--- src/rtl/pyc_mem_arb_pkg.sv ---
// pyc_mem_arb_pkg
//   Shared types and helpers for the two-port memory arbiter.
//   - port_idx_t : one-bit port index (also the round-robin pointer type)
//   - grant_e    : which port, if any, owns the memory this cycle
//   - NUM_PORTS, STAT_WIDTH : arbiter geometry and statistics counter width
//   - arbitrate() : round-robin pick between the two eligible flags
//   - sat_inc()   : saturating increment for the statistics counters
package pyc_mem_arb_pkg;

  localparam int NUM_PORTS  = 2;
  localparam int STAT_WIDTH = 32;

  typedef logic [0:0] port_idx_t;

  localparam port_idx_t PORT0 = 1'b0;
  localparam port_idx_t PORT1 = 1'b1;

  typedef enum logic [1:0] {
    GNT_NONE  = 2'd0,
    GNT_PORT0 = 2'd1,
    GNT_PORT1 = 2'd2
  } grant_e;

  // A lone eligible port always wins; on a tie the pointer names the winner.
  function automatic grant_e arbitrate(input logic [NUM_PORTS-1:0] elig,
                                       input port_idx_t prio);
    grant_e g;
    g = GNT_NONE;
    if (elig[0] && elig[1]) begin
      g = (prio == PORT0) ? GNT_PORT0 : GNT_PORT1;
    end else if (elig[0]) begin
      g = GNT_PORT0;
    end else if (elig[1]) begin
      g = GNT_PORT1;
    end
    return g;
  endfunction

  function automatic logic [STAT_WIDTH-1:0] sat_inc(input logic [STAT_WIDTH-1:0] v);
    return (&v) ? v : v + 1'b1;
  endfunction

endpackage

--- src/rtl/pyc_mem_arb_rsp_slot.sv ---
// pyc_mem_arb_rsp_slot
//   One-entry response buffer for a single arbiter port.
//   Ports:
//     clk, rst    : clock, asynchronous active-high reset
//     load        : port was granted this cycle; capture load_data
//     load_data   : read data (or zero for a write) to hold
//     free        : slot can accept a load this cycle (empty or draining)
//     rsp_valid   : response held
//     rsp_ready   : consumer takes the response this cycle
//     rsp_rdata   : held response data
module pyc_mem_arb_rsp_slot #(
  parameter int DATA_WIDTH = 64
) (
  input  logic                  clk,
  input  logic                  rst,
  input  logic                  load,
  input  logic [DATA_WIDTH-1:0] load_data,
  output logic                  free,
  output logic                  rsp_valid,
  input  logic                  rsp_ready,
  output logic [DATA_WIDTH-1:0] rsp_rdata
);

  // A draining slot counts as free so one access per cycle can be sustained.
  assign free = ~rsp_valid | rsp_ready;

  // A load wins over a drain: the new response replaces the one leaving.
  always_ff @(posedge clk or posedge rst) begin
    if (rst) begin
      rsp_valid <= 1'b0;
      rsp_rdata <= '0;
    end else if (load) begin
      rsp_valid <= 1'b1;
      rsp_rdata <= load_data;
    end else if (rsp_valid && rsp_ready) begin
      rsp_valid <= 1'b0;
    end
  end

endmodule

--- src/rtl/pyc_mem_arb.sv ---
// pyc_mem_arb
//   Two-requester round-robin arbiter in front of a byte-enabled memory with
//   combinational reads. One access is granted per cycle; each port owns a
//   one-entry response slot that is loaded at the grant edge.
//   Ports:
//     clk, rst                 : clock, asynchronous active-high reset
//     reqN_valid/ready         : request handshake (ready = granted this cycle)
//     reqN_write/addr/wdata/wstrb : request payload
//     rspN_valid/ready/rdata   : response handshake and data (0 for writes)
//     mem_raddr / mem_rdata    : memory read port (combinational data)
//     mem_wvalid/waddr/wdata/wstrb : memory write port
//     stat_grant0/1            : saturating per-port grant counters
//   Build option: define PYC_MEM_ARB_STATS_EN to add the stat_grant0/1
//   outputs and counters; without it they are absent.
module pyc_mem_arb
  import pyc_mem_arb_pkg::*;
#(
  parameter  int ADDR_WIDTH = 64,
  parameter  int DATA_WIDTH = 64,
  localparam int STRB_WIDTH = (DATA_WIDTH + 7) / 8
) (
  input  logic                  clk,
  input  logic                  rst,

  input  logic                  req0_valid,
  output logic                  req0_ready,
  input  logic                  req0_write,
  input  logic [ADDR_WIDTH-1:0] req0_addr,
  input  logic [DATA_WIDTH-1:0] req0_wdata,
  input  logic [STRB_WIDTH-1:0] req0_wstrb,
  output logic                  rsp0_valid,
  input  logic                  rsp0_ready,
  output logic [DATA_WIDTH-1:0] rsp0_rdata,

  input  logic                  req1_valid,
  output logic                  req1_ready,
  input  logic                  req1_write,
  input  logic [ADDR_WIDTH-1:0] req1_addr,
  input  logic [DATA_WIDTH-1:0] req1_wdata,
  input  logic [STRB_WIDTH-1:0] req1_wstrb,
  output logic                  rsp1_valid,
  input  logic                  rsp1_ready,
  output logic [DATA_WIDTH-1:0] rsp1_rdata,

`ifdef PYC_MEM_ARB_STATS_EN
  output logic [STAT_WIDTH-1:0] stat_grant0,
  output logic [STAT_WIDTH-1:0] stat_grant1,
`endif

  output logic [ADDR_WIDTH-1:0] mem_raddr,
  input  logic [DATA_WIDTH-1:0] mem_rdata,
  output logic                  mem_wvalid,
  output logic [ADDR_WIDTH-1:0] mem_waddr,
  output logic [DATA_WIDTH-1:0] mem_wdata,
  output logic [STRB_WIDTH-1:0] mem_wstrb
);

  logic [NUM_PORTS-1:0] slot_free;
  logic [NUM_PORTS-1:0] elig;
  port_idx_t            prio;
  grant_e               grant;

  logic                  sel_write;
  logic [ADDR_WIDTH-1:0] sel_addr;
  logic [DATA_WIDTH-1:0] sel_wdata;
  logic [STRB_WIDTH-1:0] sel_wstrb;
  logic                  granted;
  logic [DATA_WIDTH-1:0] load_data;

  // Reset gates eligibility so no grant or memory write escapes while it is held.
  assign elig[0] = req0_valid & slot_free[0] & ~rst;
  assign elig[1] = req1_valid & slot_free[1] & ~rst;

  always_comb begin
    grant = arbitrate(elig, prio);
  end

  assign req0_ready = (grant == GNT_PORT0);
  assign req1_ready = (grant == GNT_PORT1);
  assign granted    = (grant != GNT_NONE);

  // The pointer only moves on contested cycles, handing the next tie to the loser.
  always_ff @(posedge clk or posedge rst) begin
    if (rst) begin
      prio <= PORT0;
    end else if (elig[0] && elig[1]) begin
      prio <= (grant == GNT_PORT0) ? PORT1 : PORT0;
    end
  end

  // Route the winner's payload; idle cycles present all-zero memory signals.
  always_comb begin
    sel_write = 1'b0;
    sel_addr  = '0;
    sel_wdata = '0;
    sel_wstrb = '0;
    case (grant)
      GNT_PORT0: begin
        sel_write = req0_write;
        sel_addr  = req0_addr;
        sel_wdata = req0_wdata;
        sel_wstrb = req0_wstrb;
      end
      GNT_PORT1: begin
        sel_write = req1_write;
        sel_addr  = req1_addr;
        sel_wdata = req1_wdata;
        sel_wstrb = req1_wstrb;
      end
      default: ;
    endcase
  end

  always_comb begin
    mem_raddr  = '0;
    mem_wvalid = 1'b0;
    mem_waddr  = '0;
    mem_wdata  = '0;
    mem_wstrb  = '0;
    if (granted) begin
      if (sel_write) begin
        mem_wvalid = 1'b1;
        mem_waddr  = sel_addr;
        mem_wdata  = sel_wdata;
        mem_wstrb  = sel_wstrb;
      end else begin
        mem_raddr = sel_addr;
      end
    end
  end

  // Writes return zero; reads capture the combinational memory data.
  assign load_data = sel_write ? '0 : mem_rdata;

  pyc_mem_arb_rsp_slot #(
    .DATA_WIDTH (DATA_WIDTH)
  ) u_slot0 (
    .clk       (clk),
    .rst       (rst),
    .load      (req0_ready),
    .load_data (load_data),
    .free      (slot_free[0]),
    .rsp_valid (rsp0_valid),
    .rsp_ready (rsp0_ready),
    .rsp_rdata (rsp0_rdata)
  );

  pyc_mem_arb_rsp_slot #(
    .DATA_WIDTH (DATA_WIDTH)
  ) u_slot1 (
    .clk       (clk),
    .rst       (rst),
    .load      (req1_ready),
    .load_data (load_data),
    .free      (slot_free[1]),
    .rsp_valid (rsp1_valid),
    .rsp_ready (rsp1_ready),
    .rsp_rdata (rsp1_rdata)
  );

`ifdef PYC_MEM_ARB_STATS_EN
  // Per-port grant counters stick at all-ones instead of wrapping.
  always_ff @(posedge clk or posedge rst) begin
    if (rst) begin
      stat_grant0 <= '0;
      stat_grant1 <= '0;
    end else begin
      if (req0_ready) stat_grant0 <= sat_inc(stat_grant0);
      if (req1_ready) stat_grant1 <= sat_inc(stat_grant1);
    end
  end
`endif

endmodule

--- config.mk ---
export PLATFORM = sky130hd
export DESIGN_NAME = pyc_mem_arb
export DESIGN_NICKNAME = d
export VERILOG_FILES = /design/src/rtl/pyc_mem_arb_pkg.sv /design/src/rtl/pyc_mem_arb_rsp_slot.sv /design/src/rtl/pyc_mem_arb.sv
export SDC_FILE = /design/constraint.sdc
export NUM_CORES = 1
export LEC_CHECK = 0
export BUFFER_PORTS_ARGS = -buffer_cell sky130_fd_sc_hd__buf_2
export CAP_MARGIN = 15
export CELL_PAD_IN_SITES_DETAIL_PLACEMENT = 0
export CELL_PAD_IN_SITES_GLOBAL_PLACEMENT = 1
export CORE_AREA = 2 2 264 266
export DETAILED_ROUTE_END_ITERATION = 8
export DIE_AREA = 0 0 266 268
export GPL_ROUTABILITY_DRIVEN = 1
export PLACE_DENSITY = 0.51
export SYNTH_ARGS = -nofsm -noshare
export SYNTH_HDL_FRONTEND = slang
export SYNTH_SLANG_ARGS = --single-unit
--- constraint.sdc ---
create_clock -name clk -period 5.7 [get_ports clk]
set_clock_uncertainty 0.15 [all_clocks]
set_input_delay 0 -clock clk [delete_from_list [all_inputs] [get_ports clk]]
set_output_delay 0 -clock clk [all_outputs]
set_load 0.01 [all_outputs]
* After elaboration in Yosys (flattened, before gate mapping)
Cells that the tools add are included.
Widths: inputs -> output; s select.
** Operators by class
- Equality and inequality tests :: 2
- Mux-type cells :: 24
- Bitwise logic cells :: 9
- Reductions and logical operators :: 6
** Operator list (count)
- $mux 64 :: 7
- $pmux 64 s2 :: 2
- $mux 8 :: 2
- $pmux 8 s2 :: 1
- $mux 2 :: 4
- $mux 1 :: 7
- $reduce_bool 2->1 :: 3
- $and 1x1->1 :: 4
- $logic_and 1x1->1 :: 3
- $not 1->1 :: 3
- $eq 2x1->1 const B :: 1
- $eq 2x2->1 const B :: 1
- $or 1x1->1 :: 2
- $pmux 1 s2 :: 1
** Storage, ports and cells
- Flip-flop bits (word level) :: 131
- Input bits :: 344
- Output and inout bits :: 333
- Word-level logic and storage cells :: 46

* Depth between registers and ports, before layout
- Depth after elaboration :: 11
- Gate-level depth with buffers :: 10
- Gate-level depth less buffers :: 7

* Modules after synthesis
A second synthesis with hierarchy kept.
** Second synthesis, totals
- Cell total of the unflattened synthesis :: 790
- Area, all modules :: 8085.3 sq um
** By module, submodules not included
- pyc_mem_arb_rsp_slot :: instances 2, cells each 139, area each 2620.0 sq um, seq. area each 1626.6 sq um
- pyc_mem_arb :: instances 1, cells each 512, area each 2845.2 sq um, seq. area each 25.0 sq um

* Worst setup path after synthesis
No wires, ideal clock.
- Kind :: reg2reg
- From :: register u_slot1.rsp_valid
- To :: register u_slot0.rsp_rdata[1]
- Setup time :: 0.121 ns
- Arrival time :: 1.934 ns
- Setup slack :: 3.495 ns
- Stages on the path, launching flop included :: 9
- Clock period less this slack :: 2.205 ns
- Cells stage by stage :: dfrtp_1 -> nand2b_1 -> and3_1 -> or3_1 -> ha_1 -> o21a_1 -> buf_4 -> buf_4 -> a22o_1
** On the way
- Longest elaborated chain between the ends :: 10
- Elaborated cells on any way between the ends :: 12
- Those cells by class :: eq/ne: 2; mux: 5; bitwise: 4; reduce/logical: 1
** Ends and longest elaborated chain
- start, declared :: RTL line pyc_mem_arb_rsp_slot.sv:19 : output logic rsp_valid,
- start signal, assigned :: RTL line pyc_mem_arb_rsp_slot.sv:30 : rsp_valid <= 1'b0;
- start signal, assigned :: RTL line pyc_mem_arb_rsp_slot.sv:33 : rsp_valid <= 1'b1;
- start signal, assigned :: RTL line pyc_mem_arb_rsp_slot.sv:36 : rsp_valid <= 1'b0;
- $not 1->1 * :: RTL line pyc_mem_arb_rsp_slot.sv:25 : assign free = ~rsp_valid | rsp_ready;
- $or 1x1->1 * :: RTL line pyc_mem_arb_rsp_slot.sv:25
- $and 1x1->1 * (2 in series) :: RTL line pyc_mem_arb.sv:72 : assign elig[1] = req1_valid & slot_free[1] & ~rst;
- $mux 2 :: RTL line pyc_mem_arb_pkg.sv:33 : end else if (elig[1]) begin
- $mux 2 :: RTL line pyc_mem_arb_pkg.sv:31 : end else if (elig[0]) begin
- $mux 2 * :: RTL line pyc_mem_arb_pkg.sv:29 : if (elig[0] && elig[1]) begin
- $eq 2x2->1 / $eq 2x1->1 (equally long branches) :: RTL line pyc_mem_arb.sv:97, pyc_mem_arb.sv:78
- $pmux 1 s2 :: RTL line pyc_mem_arb.sv:97 : case (grant)
- $mux 64 :: RTL line pyc_mem_arb.sv:133 : assign load_data = sel_write ? '0 : mem_rdata;
- end signal, assigned :: RTL line pyc_mem_arb_rsp_slot.sv:34 : rsp_rdata <= load_data;
- end, declared :: RTL line pyc_mem_arb_rsp_slot.sv:21 : output logic [DATA_WIDTH-1:0] rsp_rdata
Mark *: on every way between the ends. The rest lies on a longest branch, timed or not.
A chain may end at the register's enable or synchronous reset.

* Worst setup path in the final report
- From :: register u_slot0.rsp_valid
- To :: output port mem_wdata[7]
** On the way
- Longest elaborated chain between the ends :: 10
- Elaborated cells on any way between the ends :: 14
- Those cells by class :: eq/ne: 2; mux: 6; bitwise: 4; reduce/logical: 2
** Ends and longest elaborated chain
- start, declared :: RTL line pyc_mem_arb_rsp_slot.sv:19
- start signal, assigned :: RTL line pyc_mem_arb_rsp_slot.sv:30
- start signal, assigned :: RTL line pyc_mem_arb_rsp_slot.sv:33
- start signal, assigned :: RTL line pyc_mem_arb_rsp_slot.sv:36
- $not 1->1 * :: RTL line pyc_mem_arb_rsp_slot.sv:25
- $or 1x1->1 * :: RTL line pyc_mem_arb_rsp_slot.sv:25
- $and 1x1->1 * (2 in series) :: RTL line pyc_mem_arb.sv:71 : assign elig[0] = req0_valid & slot_free[0] & ~rst;
- $mux 2 / $logic_and 1x1->1 (equally long branches) :: RTL line pyc_mem_arb_pkg.sv:31, pyc_mem_arb_pkg.sv:29
- $mux 2 * :: RTL line pyc_mem_arb_pkg.sv:29
- $eq 2x2->1 / $eq 2x1->1 (equally long branches) :: RTL line pyc_mem_arb.sv:97
- $pmux 64 s2 / $pmux 1 s2 (equally long branches) :: RTL line pyc_mem_arb.sv:97
- $mux 64 :: RTL line pyc_mem_arb.sv:121 : if (sel_write) begin
- $mux 64 * :: RTL line pyc_mem_arb.sv:120 : if (granted) begin
- end, declared :: RTL line pyc_mem_arb.sv:54 : output logic [DATA_WIDTH-1:0] mem_wdata,
Marks and branches as above.

==> impl_metrics.json <==
{
  "synth_seq_cells": 131,
  "post_drt_wl_per_cell_um": 20.9,
  "grt_busiest_layer": "met2",
  "grt_max_degree": 90,
  "drt_iter0_drc": 541,
  "switchingPower_w": 0.00115,
  "drive_above_1_share_pct": 51.6,
  "crit_required_ps": 5550,
  "cts_buffer_depth": 2,
  "power_per_cell_area_nw_per_um2": 289,
  "wl_mm": 48.1,
  "path_cells": "nand2b_1 -> nand2_1 -> o21ai_0 -> ha_4 -> a22oi_1 -> nand2b_4 -> buf_12 -> nor2_1 -> buf_2",
  "grt_pass1_wl_mm": 64.4,
  "cp_slowest_cell": "ha_4",
  "avgSynthCellArea_um2": 9.69,
  "hp-class": "in -> async",
  "viasPerCell": 3.84,
  "port_buffers": 676,
  "vias": 8839,
  "dp_hpwl_mm": 39.0,
  "vdd_drop_max_v": 0.000206,
  "path_max_fanout": 63,
  "first_global_vias": 8547,
  "ys.flop_type": "dfrtp_1",
  "clock-sinks": 131,
  "dp_slack_ps": 2170,
  "core_um2": 68200,
  "slew_viol_final": 0,
  "synth_nets": 1052,
  "syn_area_um2": 6830,
  "leakage_nw": 6.27,
  "cp-end-kind": "output pin",
  "comb_power_share_pct": 29.9,
  "cts-buffers-inserted": 17,
  "cts-resized-gates": 0,
  "crit_type": "reg -> out",
  "ctsHoldBuffers": 69,
  "path_clk_slew_ps": 60,
  "status": "finished, final reports clean",
  "synth_top_cell_by_area": "dfrtp_1",
  "die_w_um": 266,
  "cp.arrival_ps": 3760,
  "finalHoldViolations": 0,
  "drtAntennaViolNets": 0,
  "synthCells": 705,
  "clkLatencyLatePin_ps": 420,
  "gr-usage-met1_pct": 14.4,
  "antenna_found_initial": 39,
  "pwr-share-seq_pct": 36.3,
  "die_y_um": 268,
  "cp-start-kind": "register",
  "setup-violations-final": 0,
  "synth_area_leaders": "dfrtp_1 (48%), a22o_1 (16%), a22oi_1 (15%), nor2_1 (11%), buf_2 (2.7%)",
  "routabilityCongestion": 0.863,
  "met2_usage_pct": 21.9,
  "grtUsageTotal_pct": 12.6,
  "p_int_w": 0.00242,
  "die_area_um2": 71300,
  "htreeDepth": 4,
  "synth-edff-count": 0,
  "yosysSeqAreaShare_pct": 48.0,
  "slew_headroom_pct": 38.5,
  "overflow": 0,
  "drv_cap": 0,
  "max_freq_mhz": 256,
  "tritoncts": "done",
  "fp-row-count": 96,
  "drc_errors": 0,
  "root_buffer": "clkbuf_16",
  "totalNegativeSetupSlack_ps": 0,
  "synthTopCellsByCount": "nor2_1 (202), a22oi_1 (137), dfrtp_1 (131)",
  "synth_most_common_cell": "nor2_1",
  "ys_warn_count": 0,
  "dr.pass1.iters": 5,
  "cts_setup_buffers": 0,
  "nets": 1748,
  "ioPinCount": 677,
  "rsz0062_at_grt": "no",
  "cpPeakStageDelay_ps": 700,
  "clock_power_share_pct": 33.7,
  "syn_to_final_growth_pct": 80.9,
  "period_needed_ps": 3910,
  "period_share_pct": 68.6,
  "worst_pin_slew_ps": 923,
  "finalWorstSetupSlack_ps": 1790,
  "initial_core_util_pct": 10.0,
  "synth-async-reset-ratio_pct": 100,
  "sw_frac_of_total_pct": 32.2,
  "met3_usage_pct": 4.22,
  "synth_top_area_share_pct": 48.0,
  "synthDistinctLibCells": 22
}
state kept, by name (all words and copies together), names as in the netlist:
name               count
u_slot1.rsp_valid      1
u_slot1.rsp_rdata     64
u_slot0.rsp_valid      1
u_slot0.rsp_rdata     64
prio                   1
kinds of logic (layout without fill, tap and decap cells):
family          count (synthesis)  after routing  share of synthesized area (%)
compound gates                271            271                           32.0
simple gates                  215            215                           12.2
flops                         131            131                           48.0
buf+inv                        84            793                           7.10
fa+ha+maj                       3              3                          0.549
mux                             1              1                          0.165
other cells                     0              8                              0
final timing paths:
kind / start / end / slack, ps / cells after the start
worst max-delay path: u_slot0.rsp_valid / mem_wdata[7] / 1790 / 9
worst min-delay path: rst / u_slot0.rsp_rdata[30] / 70 / 3
worst max register to register: u_slot0.rsp_valid / u_slot0.rsp_rdata[2] / 2330 / 7
worst min register to register: u_slot1.rsp_rdata[26] / u_slot1.rsp_rdata[26] / 350 / 1
max in group asynchronous: rst / u_slot0.rsp_rdata[24] / 3960 / 4
min in group clk: req0_wdata[47] / mem_wdata[47] / 180 / 4
through the flow:
stage                     utilization (%)  std cells  total power [W]  hold slack (ps)  area [um^2]
final                                18.1       2304          0.00357             73.9        12400
after global routing                 18.1       2304          0.00376              131        12400
after CTS                            18.1       2296          0.00362              115        12300
after detailed placement             16.1       2195          0.00235             12.4        11000
after global placement               16.1       2195          0.00235             10.7        11000
after floorplan                         -        705          0.00181            -21.6         6830
cells in the final DEF, fill, tap and decap left out:
master,netlist,routed
or3_1,1,1
dlygate4sd3_1,0,69
nand2_1,4,3
clkinv_4,0,3
buf_2,37,676
dfrtp_1,131,131
o21a_2,0,2
nand2_2,0,1
inv_6,0,2
mux2_1,1,1
clkbuf_16,0,17
diode_2,0,8
nand2b_4,0,1
bufinv_16,0,4
ha_1,3,1
inv_1,4,1
clkbuf_8,0,1
clkinvlp_4,0,2
nand2b_1,4,3
nor2b_1,1,1
a22o_1,128,128
a22oi_1,137,137
o21a_1,3,1
clkinv_2,0,2
nand4bb_1,1,1
nor3_1,1,1
nor2_1,202,202
buf_12,0,2
and3_1,1,1
o21ai_0,1,1
inv_8,0,2
a21oi_1,2,2
ha_4,0,2
buf_4,21,10
inv_2,0,2
metal layers:
metal / vias up / share of wire [%] / wire length (um)
met4: 12 / 2.2 / 1050
met1: 4222 / 38 / 18400
met5: - / 0.17 / 81
li1: 4012 / - / -
met2: 528 / 50 / 24200
met3: 65 / 9.0 / 4310
power groups by stage:
stage | logic, W | registers, W | clock network (W)
finish | 0.00107 | 0.00130 | 0.00121
global placement | 0.00104 | 0.00131 | 0
detailed placement | 0.00105 | 0.00130 | 0
CTS | 0.00108 | 0.00130 | 0.00124
global route | 0.00116 | 0.00133 | 0.00128
floorplan | 0.000402 | 0.00140 | 0
worst max-delay path: cells and delay by family (launching register included):
family	cells	cell delay, ps
and+or+nand+nor	4	920
buffers and inverters	2	570
adders and majority gates	1	700
AOI/OAI and AO/OA	2	640
DFF	1	380
area by class of cell:
class,instances,area (um^2)
diodes,8,20.0
inverters,4,20.0
clock buffers,18,439
well taps,882,1100
fillers,7751,55900
clock inverters,14,203
repair buffers,757,4190
multi-input cells,490,3110
flip-flops and latches,131,3280
Note: power is estimated with default switching activity, not from simulation.
